File: src/rtl/vx_mem_bus_bridge.sv
// vx_mem_bus_bridge
//   Bridges the Vortex line-wide memory request/response interface onto a narrow
//   bus manager port (wen/ren/addr/wdata/strobe, rdata/request_stall/error).
//   A line request is split into BEATS bus transfers issued in ascending beat
//   order. Read beats are reassembled into a line that is returned with the tag
//   of the originating request. Write beats with an all-zero strobe slice are
//   skipped, and writes produce no response.
//
//   Ports
//     VX_clk, VX_nreset       clock, asynchronous active-low reset
//     mem_req_*               VX request channel (valid/ready handshake)
//     mem_rsp_*               VX read response channel (valid/ready handshake)
//     bus_wen/ren/addr/wdata/strobe   beat request towards the bus manager
//     bus_rdata/request_stall/error   beat completion from the bus manager
//     wr_error                sticky flag, set by any errored write beat
//     busy                    high whenever a request is in flight
module vx_mem_bus_bridge #(
  parameter int VX_DATA_WIDTH  = 512,
  parameter int VX_ADDR_WIDTH  = 26,
  parameter int VX_TAG_WIDTH   = 8,
  parameter int BUS_DATA_WIDTH = 32,
  parameter int BUS_ADDR_WIDTH = 32
) (
  input  logic                        VX_clk,
  input  logic                        VX_nreset,
  input  logic                        mem_req_valid,
  input  logic                        mem_req_rw,
  input  logic [VX_DATA_WIDTH/8-1:0]  mem_req_byteen,
  input  logic [VX_ADDR_WIDTH-1:0]    mem_req_addr,
  input  logic [VX_DATA_WIDTH-1:0]    mem_req_data,
  input  logic [VX_TAG_WIDTH-1:0]     mem_req_tag,
  output logic                        mem_req_ready,
  output logic                        mem_rsp_valid,
  output logic [VX_DATA_WIDTH-1:0]    mem_rsp_data,
  output logic [VX_TAG_WIDTH-1:0]     mem_rsp_tag,
  output logic                        mem_rsp_error,
  input  logic                        mem_rsp_ready,
  output logic                        bus_wen,
  output logic                        bus_ren,
  output logic [BUS_ADDR_WIDTH-1:0]   bus_addr,
  output logic [BUS_DATA_WIDTH-1:0]   bus_wdata,
  output logic [BUS_DATA_WIDTH/8-1:0] bus_strobe,
  input  logic [BUS_DATA_WIDTH-1:0]   bus_rdata,
  input  logic                        bus_request_stall,
  input  logic                        bus_error,
  output logic                        wr_error,
  output logic                        busy
);

  localparam int BEATS      = VX_DATA_WIDTH / BUS_DATA_WIDTH;
  localparam int BUS_BYTES  = BUS_DATA_WIDTH / 8;
  localparam int LINE_BYTES = VX_DATA_WIDTH / 8;
  localparam int OFF_W      = $clog2(LINE_BYTES);
  localparam int BYTE_SHIFT = $clog2(BUS_BYTES);
  localparam int BEAT_W     = (BEATS > 1) ? $clog2(BEATS) : 1;

  typedef enum logic [1:0] {IDLE, XFER, RSP} state_t;

  state_t state, next_state;

  logic                      rw_q;
  logic [VX_ADDR_WIDTH-1:0]  addr_q;
  logic [VX_DATA_WIDTH-1:0]  data_q;
  logic [LINE_BYTES-1:0]     byteen_q;
  logic [VX_TAG_WIDTH-1:0]   tag_q;
  logic [VX_DATA_WIDTH-1:0]  rsp_data_q;
  logic                      rsp_err_q;
  logic                      wr_err_q;
  logic [BEAT_W-1:0]         beat;

  logic                      accept;
  logic                      beat_done;
  logic                      last_rd;
  logic [BEAT_W:0]           first_wr;
  logic [BEAT_W:0]           next_wr;

  // Lowest beat at or above 'start' whose strobe slice has any byte enabled.
  // Result is {found, index}.
  function automatic logic [BEAT_W:0] find_beat(input logic [LINE_BYTES-1:0] be,
                                                input int start);
    logic [BEAT_W:0] r;
    r = '0;
    for (int i = BEATS - 1; i >= 0; i--) begin
      if (i >= start && be[i*BUS_BYTES +: BUS_BYTES] != '0) r = {1'b1, BEAT_W'(i)};
    end
    return r;
  endfunction

  assign accept    = mem_req_valid && (state == IDLE);
  assign beat_done = (state == XFER) && !bus_request_stall;
  assign last_rd   = (beat == BEAT_W'(BEATS - 1));
  assign first_wr  = find_beat(mem_req_byteen, 0);
  assign next_wr   = find_beat(byteen_q, int'(beat) + 1);

  // State register; reset drops the FSM to IDLE immediately, which also
  // removes bus_ren/bus_wen without waiting for a clock edge.
  always_ff @(posedge VX_clk or negedge VX_nreset) begin
    if (!VX_nreset) state <= IDLE;
    else            state <= next_state;
  end

  // Next-state logic. A write with no enabled bytes is accepted but never
  // leaves IDLE, so it causes no bus activity at all.
  always_comb begin
    next_state = state;
    case (state)
      IDLE: begin
        if (accept && !(mem_req_rw && !first_wr[BEAT_W])) next_state = XFER;
      end
      XFER: begin
        if (beat_done) begin
          if (rw_q) next_state = next_wr[BEAT_W] ? XFER : IDLE;
          else      next_state = last_rd ? RSP : XFER;
        end
      end
      RSP: begin
        if (mem_rsp_ready) next_state = IDLE;
      end
      default: next_state = IDLE;
    endcase
  end

  // Request latch, beat sequencing, read line assembly and error flags.
  always_ff @(posedge VX_clk or negedge VX_nreset) begin
    if (!VX_nreset) begin
      rw_q       <= 1'b0;
      addr_q     <= '0;
      data_q     <= '0;
      byteen_q   <= '0;
      tag_q      <= '0;
      rsp_data_q <= '0;
      rsp_err_q  <= 1'b0;
      wr_err_q   <= 1'b0;
      beat       <= '0;
    end else begin
      if (accept) begin
        rw_q     <= mem_req_rw;
        addr_q   <= mem_req_addr;
        data_q   <= mem_req_data;
        byteen_q <= mem_req_byteen;
        tag_q    <= mem_req_tag;
        beat     <= mem_req_rw ? first_wr[BEAT_W-1:0] : '0;
      end
      if (beat_done) begin
        if (rw_q) begin
          if (next_wr[BEAT_W]) beat <= next_wr[BEAT_W-1:0];
          if (bus_error)       wr_err_q <= 1'b1;
        end else begin
          rsp_data_q[int'(beat)*BUS_DATA_WIDTH +: BUS_DATA_WIDTH] <= bus_rdata;
          if (!last_rd)  beat      <= beat + BEAT_W'(1);
          if (bus_error) rsp_err_q <= 1'b1;
        end
      end
      if (state == RSP && mem_rsp_ready) rsp_err_q <= 1'b0;
    end
  end

  // Outputs decoded from registered state only; nothing from mem_req_* reaches
  // the bus combinationally.
  always_comb begin
    mem_req_ready = 1'b0;
    mem_rsp_valid = 1'b0;
    busy          = 1'b0;
    bus_ren       = 1'b0;
    bus_wen       = 1'b0;
    bus_wdata     = '0;
    bus_strobe    = '0;
    case (state)
      IDLE: mem_req_ready = 1'b1;
      XFER: begin
        busy       = 1'b1;
        bus_ren    = !rw_q;
        bus_wen    = rw_q;
        bus_wdata  = data_q[int'(beat)*BUS_DATA_WIDTH +: BUS_DATA_WIDTH];
        bus_strobe = byteen_q[int'(beat)*BUS_BYTES +: BUS_BYTES];
      end
      RSP: begin
        busy          = 1'b1;
        mem_rsp_valid = 1'b1;
      end
      default: mem_req_ready = 1'b0;
    endcase
  end

  // Beat byte address: line base plus the beat offset, truncated to bus width.
  assign bus_addr = BUS_ADDR_WIDTH'({addr_q, {OFF_W{1'b0}}})
                  + (BUS_ADDR_WIDTH'(beat) << BYTE_SHIFT);

  assign mem_rsp_data  = rsp_data_q;
  assign mem_rsp_tag   = tag_q;
  assign mem_rsp_error = rsp_err_q;
  assign wr_error      = wr_err_q;

endmodule
File: config.mk
export PLATFORM = sky130hd
export DESIGN_NAME = vx_mem_bus_bridge
export DESIGN_NICKNAME = d
export VERILOG_FILES = /design/src/rtl/vx_mem_bus_bridge.sv
export SDC_FILE = /design/constraint.sdc
export NUM_CORES = 2
export LEC_CHECK = 0
export BUFFER_PORTS_ARGS = -buffer_cell sky130_fd_sc_hd__buf_2
export CORE_AREA = 2 2 487 489
export CTS_BUF_LIST = sky130_fd_sc_hd__clkbuf_16
export CTS_CLUSTER_SIZE = 20
export DETAILED_ROUTE_END_ITERATION = 8
export DIE_AREA = 0 0 489 491
export GPL_TIMING_DRIVEN = 0
export SLEW_MARGIN = 15
export SYNTH_ARGS = -nofsm -noshare
export SYNTH_HDL_FRONTEND = slang
export SYNTH_SLANG_ARGS = --single-unit
File: constraint.sdc
create_clock -name VX_clk -period 3.7 [get_ports VX_clk]
set_clock_uncertainty 0.15 [all_clocks]
set_input_delay 0.74 -clock VX_clk [delete_from_list [all_inputs] [get_ports VX_clk]]
set_output_delay 0.74 -clock VX_clk [all_outputs]
set_load 0.02 [all_outputs]
==> reports/qor.yml <==
run_status:
  status: "finished, violations left"
  violations: "setup timing"
drt:
  via_per_inst: 4.52
  routed_wl_um: 280000
  ant_nets: 0
  first_pass_iters: 6
  post-route-drc-count: 0
  num_vias: 48000
  drt_iter0_markers: 3806
  wl_per_cell_um: 26.3
setup_path:
  critPathArrivalTime_ps: 3310
  cp_max_fo: 8
  r2r_start: "beat[1]$_DFF_PN0_"
  crit_type: "reg -> out"
  max_stage_delay_ps: 750
  r2r_setup_slack_ps: 70
  worstPathRequired_ps: 2810
  startpoint_type: "flop"
  worstReg2RegEnd: "beat[1]$_DFF_PN0_"
  path_cells: "buf_12 > buf_16 > buf_16 > mux4_2 > mux4_2 > and2_4 > buf_6"
  ff2ff_path_depth: 13
  critPathCaptureType: "primary output"
  crit_slowest_cell: "mux4_2"
  critical_path.startpoint: "beat[0]$_DFF_PN0_"
pwr:
  finalPower_mw: 55.9
  seq_power_share_pct: 33.8
  clkPwrFrac_pct: 23.9
  p_per_area_nw_per_um2: 782
  switching_share_pct: 40.9
  p_int_mw: 33.1
  leakage_nw: 35.2
  ir_worst_vdd_mv: 0.407
  pwr-share-comb_pct: 42.3
  net-switching-power_mw: 22.9
logic_synthesis:
  syn_avg_cell_area_um2: 9.21
  seq_area_frac_synth_pct: 57.8
  synth.top_cells.by_count: "2837 x nand2_1, 1131 x dfrtp_1, 404 x o21ai_0"
  synth_most_common_cell: "nand2_1"
  yosys.area.top_type: "dfrtp_1"
  async_flop_share_pct: 100
  ys.warnings.count: 0
  ys.flop_type: "dfrtp_1"
  yosysUniqueCellTypes: 68
  synth_top_cell_area_share_pct: 57.8
  synth_area_leaders: "dfrtp_1 58%, nand2_1 22%, mux4_2 8.3%, o21ai_0 4.1%, clkbuf_1 2.4%"
  synth.cell_area_um2: 49000
  synthCells: 5316
  synth_edf_count: 0
  synth-seq-cells: 1131
grt:
  grt_max_degree: 144
  grt_pass1_vias: 49200
  grt_pass1_wl_um: 380000
  grtUsageMet3_pct: 4.84
  grt-ovfl-total: 0
  track_usage_pct: 22.7
  grt-busiest-layer: "met2"
  antenna_found_initial: 53
  grt_use_met2_pct: 41.1
  grt.met1_usage_pct: 23.1
min_path:
  whs_path_depth: 3
  holdPathEnd: "data_q[17]$_DFFE_PN0P_"
  hold_start: "mem_req_data[17]"
  hp-class: "in -> reg"
clocking:
  cts_made_buffers: 136
  cts_buffer_depth: 3
  cts_tree: "done"
  cts-root-buf: "clkbuf_16"
  path_clk_slew_ps: 60
  insertion_delay_ps: 780
  cts-htree-levels: 4
  cts.sinks: 1131
die:
  die_w_um: 489
  pin_count: 1244
  rows: 178
  dieHeight_um: 491
  start_util_pct: 20.9
  fp.coreArea_um2: 235000
  dieArea_um2: 240000
placement:
  dpl_worst_slack_ps: -1800
  dp.cells: 9732
  globalplace.congestion: 0.983
  dpl.hpwl_um: 219000
  port_buffers: 1235
final_layout:
  fin_nets: 7968
  fin_cells: 10600
  drive_gt1_share_pct: 26.7
  area_growth_pct: 46.2
sta:
  setup_viol: 36
  fmax_ghz: 0.238
  finalCritPeriodShare_pct: 114
  post-route-min-period_ps: 4200
  worst_pin_slew_ps: 1310
  drv_slew: 0
  maxSlewHeadroom_pct: 12.5
  tns_ps: -13410
  rsz0062_at_grt: "true"
  hold_viol_final: 0
  worst_slack_ps: -500
job:
  cap_violations: 0
## logic make-up (layout without fill, tap and decap cells)
| family | count (synthesis) | after routing | share of synthesized area (%) |
|---|---|---|---|
| muxes | 206 | 206 | 8.88 |
| buffers and inverters | 384 | 2482 | 3.12 |
| xor gates and xnor gates | 3 | 3 | 0.0537 |
| and+or+nand+nor | 3015 | 3015 | 23.9 |
| adders and majority gates | 8 | 8 | 0.204 |
| other | 1 | 65 | 0.00766 |
| DFF | 1131 | 1131 | 57.8 |
| AOI/OAI and AO/OA | 568 | 568 | 6.09 |
## layer usage
layer,up-vias,part of all wire [%]
met5,-,0.032
met4,12,8.0
met3,666,7.3
met2,2390,52
met1,23700,33
li1,21300,-
## flip-flops by register name, indices dropped and copies added, names as in the netlist
register	count
byteen_q	64
rw_q	1
data_q	512
mem_rsp_data	512
mem_rsp_error	1
addr_q	26
mem_rsp_tag	8
wr_error	1
beat	4
state	2
## critical path, delay by kind of cell, from the launching register on
| kind | cells | cell delay (ps) |
|---|---|---|
| AND/OR/NAND/NOR | 1 | 180 |
| buffers and inverters | 4 | 620 |
| flip-flops | 1 | 380 |
| multiplexers | 2 | 1280 |
## power by group through the flow
stage               Sequential [mW]  Clock [mW]  Combinational (mW)
floorplan                      18.7           0                10.9
global route                   19.2        14.1                25.3
finish                         18.9        13.4                23.7
CTS                            18.9        13.6                22.8
detailed placement             19.1           0                20.5
global placement               18.9           0                20.1
## timing repair
action,4_1_cts,5_1_grt
resized for setup,281,125
hold buffers,551,0
pin swaps,2,3
endpoints found under the setup margin,914,298
buffers inserted,18,20
gates cloned,4,2
hold endpoints to repair,638,0
## layout make-up
| cell class | instances | area [um^2] |
|---|---|---|
| diodes | 63 | 158 |
| plain buffers | 366 | 2090 |
| clock buffers | 136 | 3400 |
| clock inverters | 106 | 957 |
| fillers | 24600 | 163000 |
| inverters | 14 | 52.6 |
| multi-input cells | 3802 | 19600 |
| flip-flops and latches | 1131 | 28300 |
| well taps | 3150 | 3940 |
| repair buffers | 1860 | 13100 |
## metrics by stage
stage,area (um^2),utilization (%),hold WS [ps]
2_1_floorplan,49000,-,290
3_3_place_gp,59100,25.2,304
3_5_place_dp,59900,25.5,308
4_1_cts,70900,30.2,0.0741
5_1_grt,71500,30.5,22.0
6_report,71600,30.5,78.2
## worst max path at each step
stage | endpoint | slack (ps) | cells after the start
detailed placement | state[0]$_DFFE_PN0P_ | -1800 | 13
CTS | bus_strobe[1] | -670 | 8
finish | bus_strobe[1] | -500 | 7
floorplan | beat[1]$_DFF_PN0_ | 80 | 13
global route | bus_strobe[0] | -600 | 7
global placement | data_q[453]$_DFFE_PN0P_ | -23600 | 1
## cells in the final DEF (no fill, tap or decap), drive strengths merged, types with 9 or more instances in the layout
| cell type | count |
|---|---|
| a21oi | 18 |
| and2 | 40 |
| buf | 1358 |
| bufinv | 9 |
| clkbuf | 453 |
| clkinv | 59 |
| dfrtp | 1131 |
| diode | 63 |
| dlygate4sd3 | 551 |
| inv | 50 |
| mux2 | 26 |
| mux4 | 180 |
| nand2 | 2837 |
| nand3 | 13 |
| nor2 | 42 |
| nor3 | 12 |
| nor4 | 24 |
| o21ai | 503 |
| or4 | 10 |
(Power assumes the default switching activity.)
